--- src/rtl/bus_mux_n.sv ---
// N-slave router for the picorv32 native memory port: decodes base/mask windows from the
// look-ahead address and ends unmapped or hung accesses with an error response.
module bus_mux_n #(
  parameter int                      N_SLAVES   = 2,
  parameter logic [N_SLAVES*32-1:0]  SLAVE_BASE = {32'h0100_0000, 32'h0000_0000},
  parameter logic [N_SLAVES*32-1:0]  SLAVE_MASK = {32'hffff_f000, 32'hffff_0000},
  parameter int unsigned             TIMEOUT    = 255,
  parameter logic [31:0]             ERR_RDATA  = 32'hdead_beef
) (
  input  logic                     clock,
  input  logic                     reset_n,
  input  logic [31:0]              i_la_addr,
  input  logic                     i_la_read,
  input  logic                     i_la_write,
  input  logic                     i_valid,
  output logic                     o_ready,
  output logic [31:0]              o_rdata,
  output logic [N_SLAVES-1:0]      o_slave_valid,
  input  logic [N_SLAVES-1:0]      i_slave_ready,
  input  logic [N_SLAVES*32-1:0]   i_slave_rdata,
  output logic                     o_error,
  output logic [7:0]               o_err_count
);

  localparam int SW = (N_SLAVES > 1) ? $clog2(N_SLAVES) : 1;

  localparam logic [1:0] ST_IDLE  = 2'd0;
  localparam logic [1:0] ST_ARMED = 2'd1;
  localparam logic [1:0] ST_ERR   = 2'd2;

  logic [1:0]          state_reg, state_next;
  logic [SW-1:0]       sel_reg, sel_next;
  logic                hit_reg, hit_next;
  logic                seen_reg, seen_next;
  logic [7:0]          wait_cnt_reg, wait_cnt_next;
  logic [7:0]          err_count_reg;

  logic [N_SLAVES-1:0] la_hit;
  logic [N_SLAVES-1:0] sel_oh;
  logic [31:0]         rdata_masked [N_SLAVES];
  logic [SW-1:0]       dec_sel;
  logic [31:0]         sel_rdata;
  logic                sel_ready;
  logic                la_strobe;
  logic                timeout_hit;

  genvar gi;
  generate
    for (gi = 0; gi < N_SLAVES; gi++) begin : g_slave
      assign la_hit[gi]       = (i_la_addr & SLAVE_MASK[32*gi +: 32]) == SLAVE_BASE[32*gi +: 32];
      assign sel_oh[gi]       = hit_reg && (sel_reg == SW'(gi));
      assign rdata_masked[gi] = sel_oh[gi] ? i_slave_rdata[32*gi +: 32] : 32'h0;
    end
  endgenerate

  // Walk from the top index down so the lowest hitting window wins on overlap.
  always_comb begin
    dec_sel   = '0;
    sel_rdata = '0;
    for (int k = N_SLAVES - 1; k >= 0; k--) begin
      if (la_hit[k]) dec_sel = SW'(k);
    end
    for (int k = 0; k < N_SLAVES; k++) begin
      sel_rdata = sel_rdata | rdata_masked[k];
    end
  end

  assign sel_ready   = |(i_slave_ready & sel_oh);
  assign la_strobe   = i_la_read | i_la_write;
  assign timeout_hit = (TIMEOUT != 0) && (wait_cnt_reg == 8'(TIMEOUT));

  always_comb begin
    o_ready       = 1'b0;
    o_error       = 1'b0;
    o_rdata       = 32'h0;
    o_slave_valid = '0;
    case (state_reg)
      ST_ARMED: begin
        o_slave_valid = i_valid ? sel_oh : '0;
        o_ready       = i_valid & sel_ready;
        o_rdata       = sel_ready ? sel_rdata : 32'h0;
      end
      ST_ERR: begin
        o_ready = i_valid;
        o_error = i_valid;
        o_rdata = ERR_RDATA;
      end
      default: ;
    endcase
  end

  always_comb begin
    state_next    = state_reg;
    sel_next      = sel_reg;
    hit_next      = hit_reg;
    seen_next     = seen_reg;
    wait_cnt_next = wait_cnt_reg;
    // Completion and idle share one decode path, which is what allows back-to-back accesses.
    if (state_reg == ST_IDLE || o_ready) begin
      wait_cnt_next = 8'h0;
      seen_next     = 1'b0;
      if (la_strobe) begin
        state_next = ST_ARMED;
        sel_next   = dec_sel;
        hit_next   = |la_hit;
      end else begin
        state_next = ST_IDLE;
      end
    end else if (state_reg == ST_ARMED) begin
      if (i_valid) begin
        seen_next = 1'b1;
        if (!hit_reg || timeout_hit) begin
          state_next = ST_ERR;
        end else if (wait_cnt_reg != 8'hff) begin
          wait_cnt_next = wait_cnt_reg + 8'h1;
        end
      end else if (seen_reg) begin
        state_next    = ST_IDLE;
        wait_cnt_next = 8'h0;
      end
    end else begin
      state_next    = ST_IDLE;
      wait_cnt_next = 8'h0;
      seen_next     = 1'b0;
    end
  end

  always_ff @(posedge clock) begin
    if (!reset_n) begin
      state_reg     <= ST_IDLE;
      sel_reg       <= '0;
      hit_reg       <= 1'b0;
      seen_reg      <= 1'b0;
      wait_cnt_reg  <= 8'h0;
      err_count_reg <= 8'h0;
    end else begin
      state_reg    <= state_next;
      sel_reg      <= sel_next;
      hit_reg      <= hit_next;
      seen_reg     <= seen_next;
      wait_cnt_reg <= wait_cnt_next;
      if (o_error && err_count_reg != 8'hff) err_count_reg <= err_count_reg + 8'h1;
    end
  end

  assign o_err_count = err_count_reg;

endmodule

--- config.mk ---
export PLATFORM = sky130hd
export DESIGN_NAME = bus_mux_n
export DESIGN_NICKNAME = d
export VERILOG_FILES = /design/src/rtl/bus_mux_n.sv
export SDC_FILE = /design/constraint.sdc
export NUM_CORES = 1
export LEC_CHECK = 0
export BUFFER_PORTS_ARGS = -buffer_cell sky130_fd_sc_hd__buf_4
export CAP_MARGIN = 20
export CORE_AREA = 10 10 78 80
export DETAILED_ROUTE_END_ITERATION = 7
export DIE_AREA = 0 0 88 90
export GPL_TIMING_DRIVEN = 0
export PLACE_DENSITY = 0.79
export SLEW_MARGIN = 20
export SYNTH_ARGS = -nofsm -noshare
export SYNTH_HDL_FRONTEND = slang
export SYNTH_SLANG_ARGS = --single-unit
export TNS_END_PERCENT = 1
--- constraint.sdc ---
create_clock -name clock -period 2.26 [get_ports clock]
set_input_delay 0.226 -clock clock [delete_from_list [all_inputs] [get_ports clock]]
set_output_delay 0.226 -clock clock [all_outputs]
set_load 0.005 [all_outputs]
==> metrics.md <==
| Metric | Value |
|---|---|
| Status | complete, no violations |
| Critical Path Start Type | flip-flop |
| I/O Buffers | 133 |
| WP buf/inv | 3 |
| Die height | about 90 µm |
| Layout cells sized above 1 | about two fifths |
| Final setup viols | 0 |
| Peak VDD IR | 0.000193 V |
| Max Cap Viol | 0 |
| Initial antenna violation count | 0 |
| Die span in x | 88 µm |
| CTS Buf Count | 3 |
| Clk slew on worst S/H paths | about 0.080 ns |
| Final hold violation count | 0 |
| Layout net count | 458 |
| Worst path cell trace | inv_1, ha_1, nand4_1, clkbuf_1, o21ai_0, buf_4 |
| Post-synth EDFFs | 0 |
| IO Count | 147 |
| # rows | 25 |
| Initial Util | 37.4% |
| Synth unique cells | 41 |
| Clk buf depth | 2 |
| Vias in the first global route | 2098 |
| Most frequent cell after synthesis | mux2i_1 |
| Hold_buf cts | 0 |
| GP Congestion | roughly 0.9 |
| Max-slew violations | 0 |
| Worst-margin pin slew | approximately 0.71 ns |
| Syn. warnings | 0 |
| Average cell area after synthesis | between 8 and 9 µm² |
| Worst EP arrival | 1.92 ns |
| CTS tree | yes |
| Sequential fraction of the synthesis area | 24.5% |
| Critical Path Max Stage Delay | about 0.37 ns |
| Hold Path Depth | 3 |
| Core Area | 4600 µm² |
| FF+latch count, synth | 21 |
| Via Count | 2110 |
| Crit path depth | 6 |
| Mapped Nets | 320 |
| Asr flop ratio synth | 0% |
| CP delay by family, top | buffers and inverters |
| Sequential cell area | 420 µm² |
| Crit path capture type | output port |
| Crit Path Max Fanout | 10 |
| Skew final | around 0.0054 ns |
| Skew-Pair Late Insertion Delay | 0.26 ns |
| Most frequent cells after synthesis | mux2i_1 (33), o21ai_0 (28), nor2_1 (25), dfxtp_1 (21), clkbuf_1 (10) |
| RSZ-0062 raised after global routing | yes |
| Mapped Cells | 212 |
| Final WL | 6630 µm |
| Min-Delay Path Class | in2reg |
| Buffer count from post-CTS setup fixing | 0 |
| Crit path kind | reg2out |
| Fmax | 465 MHz |
| ANT nets after route | 0 |
| First-pass GRT wire length | 10400 µm |
| Routed len/inst | 16.4 µm |
| Power Dens Cells | 285 nW/µm² |
| Max transition margin | 52.7% |
| P&R area growth vs syn | 64.7% |
| Critical Path RT | 2.03 ns |
| Clock sink total | 21 |
| Leakage Power | 1.24 nW |
| Slowest CP cell | ha_1 |
| Post-route DRC violation count | 0 |
| Synth area leaders | dfxtp_1 (24%), mux2i_1 (19%), o21ai_0 (8.2%) |
| Post-synth top area share | 24.5% |
| Cells after DPL | ~400 |
| CTS root buffer | clkbuf_8 |
| Grt ovf | 0 |
| DRT iter0 DRCs | 74 |
| Sum Neg Setup Slack | 0 ns |
| Vias per cell | roughly 5.2 |
| Post-synth top area cell | dfxtp_1 |
| Netlist Area Pre-Place | 1720 µm² |
| Antenna cells | 0 |
| Tmin final | 2.15 ns |
| TritonRoute pass-1 iters | 4 |
| DP Wirelength | 5660 µm |
| Layout Cells excl Fill | 403 |
| Die Area | ~7900 µm² |
| Reg2Reg Depth | 6 |
| Multi-input combinational cell area | approximately 1200 µm² |
| Pin count of the biggest net entering global routing | 12 |
| Period Utilization, post-route | 95.1% |
| H-tree depth | 1 |
| Ys flop type | dfxtp_1 |
| Total GRT Usage | 15.6% |
| Fill count | 428 |
stage by stage:
| step | power, W | hold slack [ns] | util [%] | setup slack, ns | instance area (µm²) |
|---|---|---|---|---|---|
| after floorplan | 0.000436 | 0.362 | - | 0.496 | 1720 |
| after CTS | 0.000814 | 0.221 | 61.5 | 0.0672 | 2830 |
| after detailed placement | 0.000569 | 0.485 | 60.5 | 0.321 | 2780 |
| after global routing | 0.000853 | 0.224 | 61.6 | -0.0503 | 2830 |
| after global placement | 0.000564 | 0.480 | 60.5 | 0.322 | 2780 |
| final | 0.000808 | 0.222 | 61.6 | 0.111 | 2830 |
timing repair:
action | in CTS | in global routing
endpoints found under the hold margin | 0 | 0
endpoints found under the setup margin | 0 | 19
resized for setup | 0 | 2
worst paths after layout:
path              startpoint         endpoint  slack [ns]
max             state_reg[0]      o_rdata[31]        0.11
min            i_la_addr[24]          sel_reg        0.22
max reg2reg     state_reg[0]  wait_cnt_reg[7]        0.30
min reg2reg  wait_cnt_reg[1]  wait_cnt_reg[1]        0.49
where the power goes:
| part | switching, W | internal, W | total [W] |
|---|---|---|---|
| sequential | 0.00000186 | 0.000372 | 0.000374 |
| combinational | 0.0000616 | 0.000125 | 0.000187 |
| clock | 0.000121 | 0.000126 | 0.000247 |
| total | 0.000185 | 0.000623 | 0.000808 |
cell type report:
class                   count  area share, %
inverters                   9           1.19
multi-input cells         170           42.7
plain buffers              12           1.95
clock buffers               4           1.59
repair buffers            133           35.3
well taps                  54           2.39
flip-flops and latches     21           14.9
worst register-to-register path: stages, from the launching register on:
cell and delay (ns):
dfxtp_1 0.36, inv_1 0.07, ha_1 0.37, and4_1 0.26
a221oi_4 0.39, nand4_4 0.21, a211oi_1 0.21
metal layers:
metal  track usage [%]  up-vias  wire, µm
li1                  -     1067         -
met1              17.8      954      2590
met2              26.5       81      3370
met3              5.32        8       561
met4              4.52        0       110
met5                 0        -         0
layout by cell type (no fill, tap or decap), types with 2 or more instances in the layout:
cell type / netlist / layout
inv_1: 9 / 9
nor4_1: 6 / 6
o21ai_0: 28 / 28
nand4_1: 5 / 5
and3_1: 5 / 5
nand3_1: 9 / 9
xor2_1: 4 / 4
clkbuf_1: 10 / 10
nor3_1: 3 / 3
o2111ai_1: 2 / 2
o211ai_1: 6 / 6
a211oi_1: 2 / 2
nor3b_2: 2 / 2
dfxtp_1: 21 / 21
nor4b_1: 2 / 2
nand2_1: 9 / 9
a21oi_1: 2 / 2
clkbuf_8: 0 / 3
nand2b_1: 2 / 2
nor2_1: 25 / 25
ha_1: 5 / 5
and4_1: 3 / 3
mux2i_1: 33 / 33
buf_4: 0 / 133
logic make-up (layout without fill, tap and decap cells):
| group | after synthesis | after routing | share of synthesized area (%) |
|---|---|---|---|
| and+or+nand+nor | 74 | 74 | 23.7 |
| adders and majority gates | 5 | 5 | 3.64 |
| AOI/OAI and AO/OA | 52 | 52 | 20.4 |
| DFF | 21 | 21 | 24.5 |
| buffers and inverters | 21 | 158 | 5.10 |
| muxes | 34 | 34 | 20.1 |
| xor gates and xnor gates | 5 | 5 | 2.55 |
No activity file was read; power rests on OpenSTA's default activity.
